===== config.mk =====
export PLATFORM = sky130hd
export DESIGN_NAME = vga_sync_timer
export DESIGN_NICKNAME = d
export VERILOG_FILES = /design/src/rtl/vga_sync_timer.sv
export SDC_FILE = /design/constraint.sdc
export NUM_CORES = 1
export LEC_CHECK = 0
export CAP_MARGIN = 20
export CELL_PAD_IN_SITES_DETAIL_PLACEMENT = 0
export CELL_PAD_IN_SITES_GLOBAL_PLACEMENT = 1
export CORE_UTILIZATION = 35
export DETAILED_ROUTE_END_ITERATION = 10
export PLACE_DENSITY = 0.7
export RECOVER_POWER = 100
export SETUP_SLACK_MARGIN = 0.1
export SYNTH_ARGS = -nofsm -noshare
export SYNTH_HDL_FRONTEND = slang
export SYNTH_SLANG_ARGS = --single-unit

===== constraint.sdc =====
create_clock -name clk -period 2.7 [get_ports clk]
set_input_delay 0.54 -clock clk [delete_from_list [all_inputs] [get_ports clk]]
set_output_delay 0.54 -clock clk [all_outputs]
set_load 0.05 [all_outputs]

===== src/rtl/vga_sync_timer.sv =====
// vga_sync_timer: free-running VGA raster timing generator.
// Counts pixel clocks into hpos/vpos. It decodes hsync, vsync, display_on and
// the line/frame start markers into registers, so every output is a flop.
// The decode is taken from the next counter values, which keeps each marker
// aligned with the position it describes.
// Optional feature: define VGA_SYNC_CLKEN_EN to add the pix_en advance enable.
// With it, a low pix_en freezes every register, the markers included.
module vga_sync_timer #(
  parameter int H_DISPLAY = 640,
  parameter int H_FRONT   = 16,
  parameter int H_SYNC    = 96,
  parameter int H_BACK    = 48,
  parameter int V_DISPLAY = 480,
  parameter int V_FRONT   = 10,
  parameter int V_SYNC    = 2,
  parameter int V_BACK    = 33,
  parameter int SYNC_POL  = 0
) (
  input  logic       clk,
  input  logic       reset,
`ifdef VGA_SYNC_CLKEN_EN
  input  logic       pix_en,
`endif
  output logic       hsync,
  output logic       vsync,
  output logic       display_on,
  output logic [9:0] hpos,
  output logic [9:0] vpos,
  output logic       line_start,
  output logic       frame_start
);

  localparam int H_TOTAL = H_DISPLAY + H_FRONT + H_SYNC + H_BACK;
  localparam int V_TOTAL = V_DISPLAY + V_FRONT + V_SYNC + V_BACK;

  localparam logic [9:0] H_MAX = 10'(H_TOTAL - 1);
  localparam logic [9:0] V_MAX = 10'(V_TOTAL - 1);

  // Compare bounds use 11 bits because a sync window may end exactly at 1024.
  localparam logic [10:0] H_VIS      = 11'(H_DISPLAY);
  localparam logic [10:0] HS_START   = 11'(H_DISPLAY + H_FRONT);
  localparam logic [10:0] HS_END     = 11'(H_DISPLAY + H_FRONT + H_SYNC);
  localparam logic [10:0] V_VIS      = 11'(V_DISPLAY);
  localparam logic [10:0] VS_START   = 11'(V_DISPLAY + V_FRONT);
  localparam logic [10:0] VS_END     = 11'(V_DISPLAY + V_FRONT + V_SYNC);

  // Level driven onto hsync/vsync while the sync window is active.
  localparam logic SYNC_ON = (SYNC_POL != 0) ? 1'b1 : 1'b0;

  logic [9:0] h_q, h_d;
  logic [9:0] v_q, v_d;
  logic       hsync_q, hsync_d;
  logic       vsync_q, vsync_d;
  logic       display_on_q, display_on_d;
  logic       line_start_q, line_start_d;
  logic       frame_start_q, frame_start_d;
  logic       adv;
  logic       hs_act;
  logic       vs_act;

  // Advance qualifier: every edge, or only the edges the pixel enable selects.
  always_comb begin
`ifdef VGA_SYNC_CLKEN_EN
    adv = pix_en;
`else
    adv = 1'b1;
`endif
  end

  // Next raster position: hpos wraps at the line end and carries into vpos.
  always_comb begin
    h_d = h_q;
    v_d = v_q;
    if (adv) begin
      if (h_q == H_MAX) begin
        h_d = 10'd0;
        if (v_q == V_MAX) begin
          v_d = 10'd0;
        end else begin
          v_d = v_q + 10'd1;
        end
      end else begin
        h_d = h_q + 10'd1;
      end
    end
  end

  // Decode from the next position. A stalled cycle sees unchanged counters,
  // so it rebuilds the same decode values, and the markers hold their level.
  always_comb begin
    hs_act        = ({1'b0, h_d} >= HS_START) && ({1'b0, h_d} < HS_END);
    vs_act        = ({1'b0, v_d} >= VS_START) && ({1'b0, v_d} < VS_END);
    hsync_d       = hs_act ? SYNC_ON : ~SYNC_ON;
    vsync_d       = vs_act ? SYNC_ON : ~SYNC_ON;
    display_on_d  = ({1'b0, h_d} < H_VIS) && ({1'b0, v_d} < V_VIS);
    line_start_d  = (h_d == 10'd0);
    frame_start_d = (h_d == 10'd0) && (v_d == 10'd0);
  end

  // State registers. Reset parks the raster on its last position, so the
  // first advancing edge after release lands on (0,0).
  always_ff @(posedge clk or posedge reset) begin
    if (reset) begin
      h_q           <= H_MAX;
      v_q           <= V_MAX;
      hsync_q       <= ~SYNC_ON;
      vsync_q       <= ~SYNC_ON;
      display_on_q  <= 1'b0;
      line_start_q  <= 1'b0;
      frame_start_q <= 1'b0;
    end else begin
      h_q           <= h_d;
      v_q           <= v_d;
      hsync_q       <= hsync_d;
      vsync_q       <= vsync_d;
      display_on_q  <= display_on_d;
      line_start_q  <= line_start_d;
      frame_start_q <= frame_start_d;
    end
  end

  assign hpos        = h_q;
  assign vpos        = v_q;
  assign hsync       = hsync_q;
  assign vsync       = vsync_q;
  assign display_on  = display_on_q;
  assign line_start  = line_start_q;
  assign frame_start = frame_start_q;

endmodule


* Word-level counts from Yosys, hierarchy flattened
Cells that the tools add are included.
** Word-level totals
- Register bits :: 25
- Bits of input ports :: 2
- Output and inout port bits :: 25
- Word-level logic and storage cells :: 28
** Operators by class
- Add/subtract/negate cells :: 2
- $lt $le $gt $ge :: 6
- Equality and inequality tests :: 2
- Mux-type cells :: 5
- Reduce and logical (&&, ||, !) cells :: 6
** Operators with widths (number)
- $mux W10 :: 3
- $add A10 B1 Y10 const B :: 2
- $eq A10 B10 Y1 const B :: 2
- $logic_not A10 Y1 :: 2
- $lt A10 B10 Y1 const B :: 2
- $lt A10 B9 Y1 const B :: 2
- $ge A10 B10 Y1 const B :: 1
- $ge A10 B9 Y1 const B :: 1
- $logic_and A1 B1 Y1 :: 4
- $mux W1 :: 2

* Logic depth before layout (Yosys ltp)
- Depth after elaboration :: 6
- Mapped depth :: 8
- Gate-level depth less buffers :: 7

* Least setup slack after synthesis
Ideal clock, no wire load.
- Path kind :: flip-flop to flip-flop
- From :: reg h_q[7] (netlist: hpos[7])
- To :: reg frame_start_q (netlist: frame_start)
- Library setup time :: 0.111 ns
- Arrival time :: 2.682 ns
- Data required time :: 2.589 ns
- Setup slack :: -0.093 ns
- Stages on the path, launching flop included :: 7
- Path buffers :: 1
- Period minus slack after synthesis :: 2.793 ns
- Cells stage by stage :: dfrtp_1 -> buf_6 -> or4b_4 -> or4_4 -> o31a_1 -> a211o_1 -> a2111oi_2
** On the way
- Cells in the longest elaborated chain, start to end :: 4
- Elaborated cells between the ends (all ways) :: 7
- Classes of those cells :: add/sub: 1; eq/ne: 1; mux: 2; reduce/logical: 3
** Ends and longest elaborated chain
- from (decl) :: line 50 : logic [9:0] h_q, h_d;
- from (signal assigned) :: line 104 : h_q <= H_MAX;
- from (signal assigned) :: line 112 : h_q <= h_d;
- $add A10 B1 Y10 / $eq A10 B10 Y1 (equally long branches) :: line 83, 75
- $mux W10 :: line 75 : if (h_q == H_MAX) begin
- $logic_not A10 Y1 :: line 97 : frame_start_d = (h_d == 10'd0) && (v_d == 10'd0);
- $logic_and A1 B1 Y1 (*) :: line 97
- named net frame_start_d :: line 56 : logic frame_start_q, frame_start_d;
- to (signal assigned) :: line 118 : frame_start_q <= frame_start_d;
- to (decl) :: line 56
Mark *: on every way through the listed nets, which the timed path passes. The rest lies on a longest branch.

* Worst setup path in the final report
- From :: reg h_q[9] (netlist: hpos[9])
- To :: reg frame_start_q (netlist: frame_start)
Same word-level chain as after synthesis.

==> results_dict.tcl <==
set metrics [dict create \
    route.detailed.drc 0 \
    combPwrFrac 0.015 \
    cts.path.max_buffers 2 \
    synth_seq_area_share 0.419 \
    finalPower_w 0.000610 \
    ys_ff_latch 25 \
    fin_tns_setup_ns 0 \
    critical_path_arrival_ns 2.74 \
    area_delta_synth_final_pct 29.1 \
    die_y_um 68.1 \
    core_sq_um 4090 \
    status "completed" \
    wl_per_cell_um 16.2 \
    first_iter_violations 111 \
    p_leak_nw 0.777 \
    dr.pass1.iters 4 \
    p_clk_frac 0.372 \
    worstHoldPathCells 2 \
    clock_sinks 25 \
    crit_buf_inv 0 \
    critPathLaunchType "flop" \
    grt_first_pass_wirelength_um 6870 \
    finalClockSkew_ns 0.00699 \
    pre_cts_slack_ns 0.185 \
    hold_viol_final 0 \
    clock_latency_ns 0.27 \
    synthArstFlopShare 1.00 \
    row_count 23 \
    postLayoutCoreUtil 0.483 \
    place.gp.congestion 0.829 \
    relSlewSlack 0.334 \
    required_ns 2.87 \
    crit_cells 5 \
    numCtsBuffers 3 \
    crit_path_end_kind "flop" \
    cap_violations 0 \
    viasPerCell 5.67 \
    layout-drive-gt1-share 0.137 \
    clk_pin_slew_ns 0.08 \
    initial_core_util 0.374 \
    rrSetupSlack_ns 0.13 \
    synth_common_cells "nand2_1, dfrtp_1, dfstp_2, nand3_1, nor2_1" \
    internal_power_w 0.000482 \
    cpPeakStageDelay_ns 0.65 \
    syn_area_sq_um 1530 \
    wirelength_um 4110 \
    die_x_um 68.1 \
    pwr-share-seq 0.614 \
    hold_ws_ns 0.562 \
    worst_slack_ns 0.130 \
    cts_root_buf "clkbuf_8" \
    overflow 0 \
    switching_share 0.211 \
    timing_worst_slew_pin_value_ns 0.999 \
    fmaxAchievable_ghz 0.389 \
    setup_violations 0 \
    synth_most_common_cell "nand2_1" \
    synth_enable_flop_cells 0 \
    powerDensity_nw_per_um2 309 \
    tritoncts "done" \
    worstPathMaxFanout 8 \
    cts-hold-fix-buffers 0 \
    period_minus_slack_ns 2.57 \
    crit_family "simple AND/OR/NAND/NOR gates" \
    p_sw_w 0.000129 \
    ioPinCount 27 \
    grtUsageTotal 0.199 \
    synth_flop_cell "dfrtp_1" \
    antenna_found_initial 0 \
    vias 1440 \
    yosys_warnings 0 \
    grt_pass1_vias 1449 \
    synth_cells 169 \
    rr_worst_depth 5 \
    dpl.hpwl_um 2990 \
    critical-path-slowest-cell "dfstp_4" \
    syn_area_per_cell_sq_um 9.05 \
    synth_cell_type_count 46 \
    hold_path.class "reg2reg" \
    crit_type "reg2reg" \
    crit_chain "or4b_1 -> or4_1 -> o31a_1 -> a211o_1 -> a2111oi_4" \
    grt_start_max_net_pins 19 \
    synth_top_area_cell "dfrtp_1" \
    final_nets 210 \
    synth_top_area_frac 0.213 \
    drv_slew 0 \
    numPortBuffers 26 \
    antenna_cells 0 \
    syn_nets 174 \
    ir_worst_vdd_mv 0.219 \
    rsz0062_at_grt "false" \
    cts_max_level 1 \
    post-route-period-util 0.952 \
    die-area_sq_um 4640 \
    ant_nets 0 \
    synthTopCellsByArea "dfrtp_1, dfstp_2, nand2_1" \
]
## per-stage QoR
stage,cells,area [sq um]
4_1_cts,253,1970
5_1_grt,254,1970
3_5_place_dp,249,1930
2_1_floorplan,169,1570
6_report,254,1970
3_3_place_gp,249,1930
## sequential cells by signal (all words and copies together) (netlist names)
name	cells
display_on	1
line_start	1
hsync	1
hpos	10
vsync	1
frame_start	1
vpos	10
## per-layer routing
| layer | up-vias | GRT usage | share of wire |
|---|---|---|---|
| met5 | - | 0 | 0 |
| li1 | 692 | - | - |
| met1 | 711 | 0.243 | 0.45 |
| met3 | 4 | 0.0533 | 0.042 |
| met4 | 0 | 0.0573 | 0.0061 |
| met2 | 33 | 0.339 | 0.50 |
## kinds of logic (layout without fill, tap and decap cells)
group	count (synthesis)	after routing	share of synthesized area
AO/OA/AOI/OAI	34	34	0.165
XOR/XNOR	12	12	0.0687
adder cells (fa/ha/maj)	3	3	0.0246
buffers and inverters	16	51	0.0442
flip-flops	25	25	0.419
multiplexers	1	1	0.00655
AND/OR/NAND/NOR	78	78	0.272
## path summary, 6_finish.rpt
kind | startpoint | endpoint
setup / recovery | hpos[9] | frame_start
hold / removal | vpos[2] | vpos[2]
setup reg to reg | hpos[9] | frame_start
hold reg to reg | vpos[2] | vpos[2]
max in group asynchronous | reset | hpos[7]
min in group asynchronous | reset | hpos[5]
## tightest hold or removal path: stages (launching register included)
cell	delay [ns]
dfstp_2	0.42
nand2_1	0.06
o21ai_0	0.07
## cell usage in the layout, fill, tap and decap left out, drive strengths merged, types with 3 or more instances in the layout
master,instances
xor2,3
o21ai,9
or3,6
nor3,9
ha,3
nand2b,5
dfstp,12
inv,8
a21oi,3
clkbuf,10
nand3,10
nand2,21
buf,7
o2111ai,3
xnor2,9
dfrtp,13
nor2,10
or4,4
dlygate4sd3,26
## power groups by stage
stage / logic [W] / clock network, W / registers, W
after floorplan: 0.00000541 / 0 / 0.000381
after global placement: 0.0000108 / 0 / 0.000381
after detailed placement: 0.0000107 / 0 / 0.000381
after CTS: 0.0000107 / 0.000236 / 0.000375
after global routing: 0.0000109 / 0.000250 / 0.000375
final: 0.00000892 / 0.000227 / 0.000375
## what timing repair did
action	4_1_cts	5_1_grt
setup buffers	0	1
setup endpoints to repair	0	3
endpoints found under the hold margin	0	0
gates resized for setup	0	2
## final cells by class
cell class	instances	area (sq um)
clock buffers	4	45.0
fillers	396	2110
inverters	8	30.0
multi-input cells	128	845
flip-flops and latches	25	653
well taps	50	62.6
repair buffers	39	339
Note: power is estimated with default switching activity, not from simulation.
